<file path="config.mk">
export PLATFORM = sky130hd
export DESIGN_NAME = ro_slot_scheduler
export DESIGN_NICKNAME = d
export VERILOG_FILES = /design/src/rtl/ro_slot_scheduler.sv
export SDC_FILE = /design/constraint.sdc
export NUM_CORES = 1
export LEC_CHECK = 0
export CAP_MARGIN = 20
export CORE_AREA = 2 2 66 68
export DETAILED_ROUTE_END_ITERATION = 16
export DIE_AREA = 0 0 68 70
export MAX_ROUTING_LAYER = met4
export PLACE_DENSITY = 0.77
export SLEW_MARGIN = 20
export SYNTH_ARGS = -nofsm -noshare
export SYNTH_HDL_FRONTEND = slang
export SYNTH_SLANG_ARGS = --single-unit
</file>
<file path="constraint.sdc">
create_clock -name clk_master -period 4.75 [get_ports clk_master]
set_input_delay 0.95 -clock clk_master [delete_from_list [all_inputs] [get_ports clk_master]]
set_output_delay 0.95 -clock clk_master [all_outputs]
set_load 0.05 [all_outputs]
</file>
<file path="src/rtl/ro_slot_scheduler.sv">
// Gray-coded time-division readout scheduler; the optional out_par port is enabled by RO_PARITY_EN.
// Grant is registered with gray_out and data follows one cycle later; there is no backpressure (one slot per edge).
// run/stop/drain control stops the counter only after it wraps to 0, so every frame completes.
module ro_slot_scheduler #(
    parameter  int N_CH = 8,
    localparam int CH_W = $clog2(N_CH)
) (
    input  logic            clk_master,
    input  logic            rstb,
    input  logic            run,
    input  logic [N_CH-1:0] ch_mask,
    input  logic [N_CH-1:0] in_eve,
    input  logic [N_CH-1:0] in_pol_eve,
    output logic [N_CH-1:0] gray_out,
    output logic [N_CH-1:0] grant,
    output logic            out_eve,
    output logic            out_pol_eve,
    output logic [CH_W-1:0] out_ch,
    output logic            out_valid,
    output logic            frame_start,
`ifdef RO_PARITY_EN
    output logic            out_par,
`endif
    output logic            busy
);

    typedef enum logic [1:0] {IDLE, RUN, DRAIN} state_t;

    state_t          state;
    logic [N_CH-1:0] cnt;
    logic [N_CH-1:0] cnt_nxt;
    logic [CH_W-1:0] k_nxt;
    logic [CH_W-1:0] slot_k;
    logic            slot_act;

    // Slot owner is the trailing-zero count of the next count; the wrap to 0 belongs to the top core.
    function automatic logic [CH_W-1:0] slot_of(input logic [N_CH-1:0] n);
        slot_of = CH_W'(N_CH - 1);
        for (int i = N_CH - 1; i >= 0; i--) begin
            if (n[i]) slot_of = CH_W'(i);
        end
    endfunction

    always_comb begin
        cnt_nxt = cnt + {{(N_CH-1){1'b0}}, 1'b1};
        k_nxt   = slot_of(cnt_nxt);
    end

    assign busy = (state != IDLE) || out_valid;

    always_ff @(posedge clk_master or negedge rstb) begin
        if (!rstb) begin
            state       <= IDLE;
            cnt         <= '0;
            gray_out    <= '0;
            grant       <= '0;
            slot_k      <= '0;
            slot_act    <= 1'b0;
            out_eve     <= 1'b0;
            out_pol_eve <= 1'b0;
            out_ch      <= '0;
            out_valid   <= 1'b0;
            frame_start <= 1'b0;
`ifdef RO_PARITY_EN
            out_par     <= 1'b0;
`endif
        end else begin
            // Data stage: a masked slot still reports its channel but carries no data.
            if (slot_act) begin
                out_ch      <= slot_k;
                out_valid   <= |grant;
                out_eve     <= (|grant) & in_eve[slot_k];
                out_pol_eve <= (|grant) & in_pol_eve[slot_k];
`ifdef RO_PARITY_EN
                out_par     <= (|grant) & (in_eve[slot_k] ^ in_pol_eve[slot_k] ^ (^slot_k));
`endif
            end else begin
                out_valid   <= 1'b0;
                out_eve     <= 1'b0;
                out_pol_eve <= 1'b0;
`ifdef RO_PARITY_EN
                out_par     <= 1'b0;
`endif
            end

            grant       <= '0;
            slot_act    <= 1'b0;
            frame_start <= 1'b0;

            case (state)
                IDLE: begin
                    if (run) state <= RUN;
                end
                RUN, DRAIN: begin
                    cnt         <= cnt_nxt;
                    gray_out    <= cnt_nxt ^ (cnt_nxt >> 1);
                    grant       <= ({{(N_CH-1){1'b0}}, 1'b1} << k_nxt) & ~ch_mask;
                    slot_k      <= k_nxt;
                    slot_act    <= 1'b1;
                    frame_start <= (cnt == '0);
                    if (run)                 state <= RUN;
                    else if (state == RUN)   state <= DRAIN;
                    else if (cnt_nxt == '0)  state <= IDLE;
                end
                default: state <= IDLE;
            endcase
        end
    end

endmodule
</file>
==> impl_summary.log <==
[metrics] antenna violations before repair: 0
[metrics] global route total overflow: 0
[metrics] Final Hold Violating Endpoints: 0
[metrics] number of max-slew violations in the final report: 0
[metrics] Max FO, Critical Path: 5
[metrics] Slew headroom: 0.428
[metrics] Avg Vias per Cell: 5.18
[metrics] HPWL after DPL: approximately 2800 um
[metrics] drt drc: 0
[metrics] number of warnings reported in the yosys synthesis log: 0
[metrics] ratio of cells with drive above 1 in the final layout: 0.138
[metrics] part of the power in registers: 0.300
[metrics] kind of end point of the critical path: output pin
[metrics] global router's overall resource usage: 0.178
[metrics] first-pass GRT wire length: 6290 um
[metrics] core region area: between 4000 and 5000 um^2
[metrics] Pre-Repair DR Iteration Count: 4
[metrics] Int Power: 0.979 mW
[metrics] Initial DRC Count: 73
[metrics] maximum number of buffers from clock root to sink: 2
[metrics] width of the chip: 68 um
[metrics] weighted congestion reported at the end of routability-driven placement: 0.781
[metrics] antenna fix cells: 0
[metrics] Final #Nets: 253
[metrics] post-synthesis register bit count: 36
[metrics] count of input and output buffers: 50
[metrics] Endpoint, Worst Hold: gray_out[2]$_DFFE_PN0N_
[metrics] unrepaired setup endpoints after global routing: no
[metrics] commonest non-fill, non-tap cells in the layout: sky130_fd_sc_hd__clkdlybuf4s50_1 (50), sky130_fd_sc_hd__dfrtp_1 (36), sky130_fd_sc_hd__nor2_1 (15), sky130_fd_sc_hd__nand2_1 (11), sky130_fd_sc_hd__xnor2_1 (10)
[metrics] Die Footprint: 4760 um^2
[metrics] Cell Area, Synth: 1930 um^2
[metrics] Routed WL per cell: ~14 um
[metrics] top-level port count: 51
[metrics] synth unique cells: 41
[metrics] number of instances in the synthesized netlist: 169
[metrics] number of nets with antenna violations after detailed routing: 0
[metrics] critical path required time: 3.80 ns
[metrics] RR Endpoint: slot_k[0]$_DFFE_PN0N_
[metrics] Filler Cells Inserted: 353
[metrics] post-CTS setup buffers: 0
[metrics] category of the worst setup path launch point: flip-flop
[metrics] Tcrit/Tclk final: 0.591
[metrics] Arrival @ worst endpoint: 1.86 ns
[metrics] number of H-tree levels: 2
[metrics] Clock Sinks: 36
[metrics] power density relative to cell area: 707 nW/um^2
[metrics] share of the yosys chip area belonging to registers: 0.466
[metrics] leading cell type in the layout, fill and taps excluded: sky130_fd_sc_hd__clkdlybuf4s50_1
[metrics] post-synthesis async set-or-reset flop share: 1.00
[metrics] CTS root buffer: sky130_fd_sc_hd__clkbuf_8
[metrics] kind of path behind the tightest hold check: reg -> reg
[metrics] pin count of the biggest net entering global routing: 37
[metrics] Inserted Clock Buffers: 5
[metrics] Worst R2R Path Depth: 10
[metrics] Crit Path Category: reg -> out
[metrics] final setup violation count: 0
[metrics] max-cap violation count: 0
[metrics] part of the total power dissipated in the clock network: 0.123
[metrics] startpoint of the most critical register-to-register path: cnt[0]$_DFFE_PN0N_
[metrics] syn_area_per_cell: roughly 11 um^2
[metrics] Least-Margin Pin Slew: 0.858 ns
[metrics] post-layout minimum cycle time: 2.81 ns
[metrics] initial cell density of the core: 0.466
[metrics] Post-Syn Nets: 205
[metrics] net switching component of the power: 0.812 mW
[metrics] Post-CTS Hold Buffers: 0
[metrics] number of enable-type register cells in the synthesized netlist: 0
[metrics] Highest Clock Rate: ~360 MHz
[metrics] Setup Skew: 0.00443 ns
[metrics] fraction of power consumed by combinational cells: 0.577
[metrics] via count: 1398
[metrics] CTS tree: done
[metrics] Hold Path Stages: 1
[metrics] leakage: 1.10 nW
[metrics] maximum VDD drop: ~0.3 mV
[metrics] Std-Cell Rows: 24
[metrics] fraction of power spent switching nets: 0.453
[metrics] Chip Height: roughly 70 um
[metrics] register-to-register setup slack: around 2.2 ns
[metrics] Detailed Route WL: ~3700 um
[metrics] total chip power: about 1.8 mW
[metrics] worst-skew pair later-pin latency: 0.29 ns
[metrics] Hold Startpoint: gray_out[2]$_DFFE_PN0N_
[metrics] status: finished, final reports clean
[metrics] number of global-route vias before repair: 1401
[metrics] Clock transition at path regs: 0.07 ns
[metrics] Area growth, synth to finish: 31.2%
[metrics] Resized cells post-CTS: 0
[metrics] setup TNS: 0 ns
[metrics] flip-flop cell with the highest count after synthesis: sky130_fd_sc_hd__dfrtp_1
cells by family (layout without fill, tap and decap cells):
| kind of cell | count (synthesis) | after routing | synth area share |
|---|---|---|---|
| AO/OA/AOI/OAI | 19 | 19 | 0.0667 |
| buffers and inverters | 19 | 68 | 0.0505 |
| AND/OR/NAND/NOR | 54 | 54 | 0.158 |
| adder cells (fa/ha/maj) | 9 | 9 | 0.0583 |
| flip-flops | 36 | 36 | 0.466 |
| XOR/XNOR | 16 | 16 | 0.0861 |
| multiplexers | 16 | 16 | 0.114 |
flip-flops by register name, summed over array words and instances (netlist names):
register and flops:
out_eve 1, gray_out 8, cnt 7, slot_act 1, out_valid 1, out_ch 3, grant 8, state 2
out_pol_eve 1, slot_k 3, frame_start 1
worst max-delay path by stage:
stage	cells past startpoint	slack (ns)	endpoint	start
finish	4	1.94	busy	state[0]$_DFFE_PN0P_
floorplan	10	2.62	slot_k[0]$_DFFE_PN0N_	cnt[0]$_DFFE_PN0N_
detailed placement	4	2.25	busy	state[0]$_DFFE_PN0P_
global placement	4	2.28	busy	state[0]$_DFFE_PN0P_
CTS	4	1.93	busy	state[0]$_DFFE_PN0P_
global route	4	1.84	busy	state[0]$_DFFE_PN0P_
final cells by class:
cell class                      instances  area (um^2)  area share
Clock buffer                            6         82.6      0.0326
Clock inverter                          2         10.0     0.00395
Inverter                                9         33.8      0.0133
Multi-Input combinational cell        114          933       0.368
Sequential cell                        36          901       0.356
Tap cell                               52         65.1      0.0257
Timing Repair Buffer                   51          508       0.200
Yosys cell counts, drive strengths merged (2+ instances only):
cell    number  area, um^2
a21oi        3        15.0
and3         2        12.5
buf          5        45.0
clkbuf       5        18.8
dfrtp       36         901
ha           9         113
inv          9        33.8
mux2         8        90.1
mux2i        4        40.0
mux4         4        90.1
nand2       11        41.3
nand3        5        30.0
nor2        15        56.3
nor2b        2        12.5
nor3b        2        26.3
nor4         8        50.1
o21a         4        31.3
o21ai        6        33.8
or4          3        23.8
xnor2       12         131
xor2         4        35.0
power groups by stage:
stage / clock, mW / combinational [mW] / sequential [mW]
finish: 0.220 / 1.03 / 0.537
global route: 0.241 / 1.12 / 0.556
CTS: 0.226 / 1.05 / 0.538
detailed placement: 0 / 1.04 / 0.544
global placement: 0 / 1.03 / 0.540
floorplan: 0 / 0.652 / 0.686
stage by stage:
step           instance area, um^2  worst slack (ns)  hold slack (ns)  std cells  utilization
3_5_place_dp                  2440              2.25            0.494        262        0.589
4_1_cts                       2530              1.93            0.510        270        0.611
2_1_floorplan                 1930              2.62            0.495        169            -
3_3_place_gp                  2440              2.28            0.494        262        0.589
6_report                      2530              1.94            0.508        270        0.611
5_1_grt                       2530              1.84            0.528        270        0.611
worst max-delay path, cell delays in order, from the launching register on:
cell                              delay (ns)
sky130_fd_sc_hd__dfrtp_1                0.41
sky130_fd_sc_hd__inv_1                  0.06
sky130_fd_sc_hd__ha_1                   0.23
sky130_fd_sc_hd__nand2b_1               0.08
sky130_fd_sc_hd__clkdlybuf4s50_1        0.79
metal layers:
metal,share of wire,global-route usage,up-vias
li1,-,-,686
met2,0.47,0.272,34
met1,0.46,0.228,671
met3,0.055,0.0451,7
met5,0,-,-
met4,0.016,0.0644,0
Note: power is estimated with default switching activity, not from simulation.
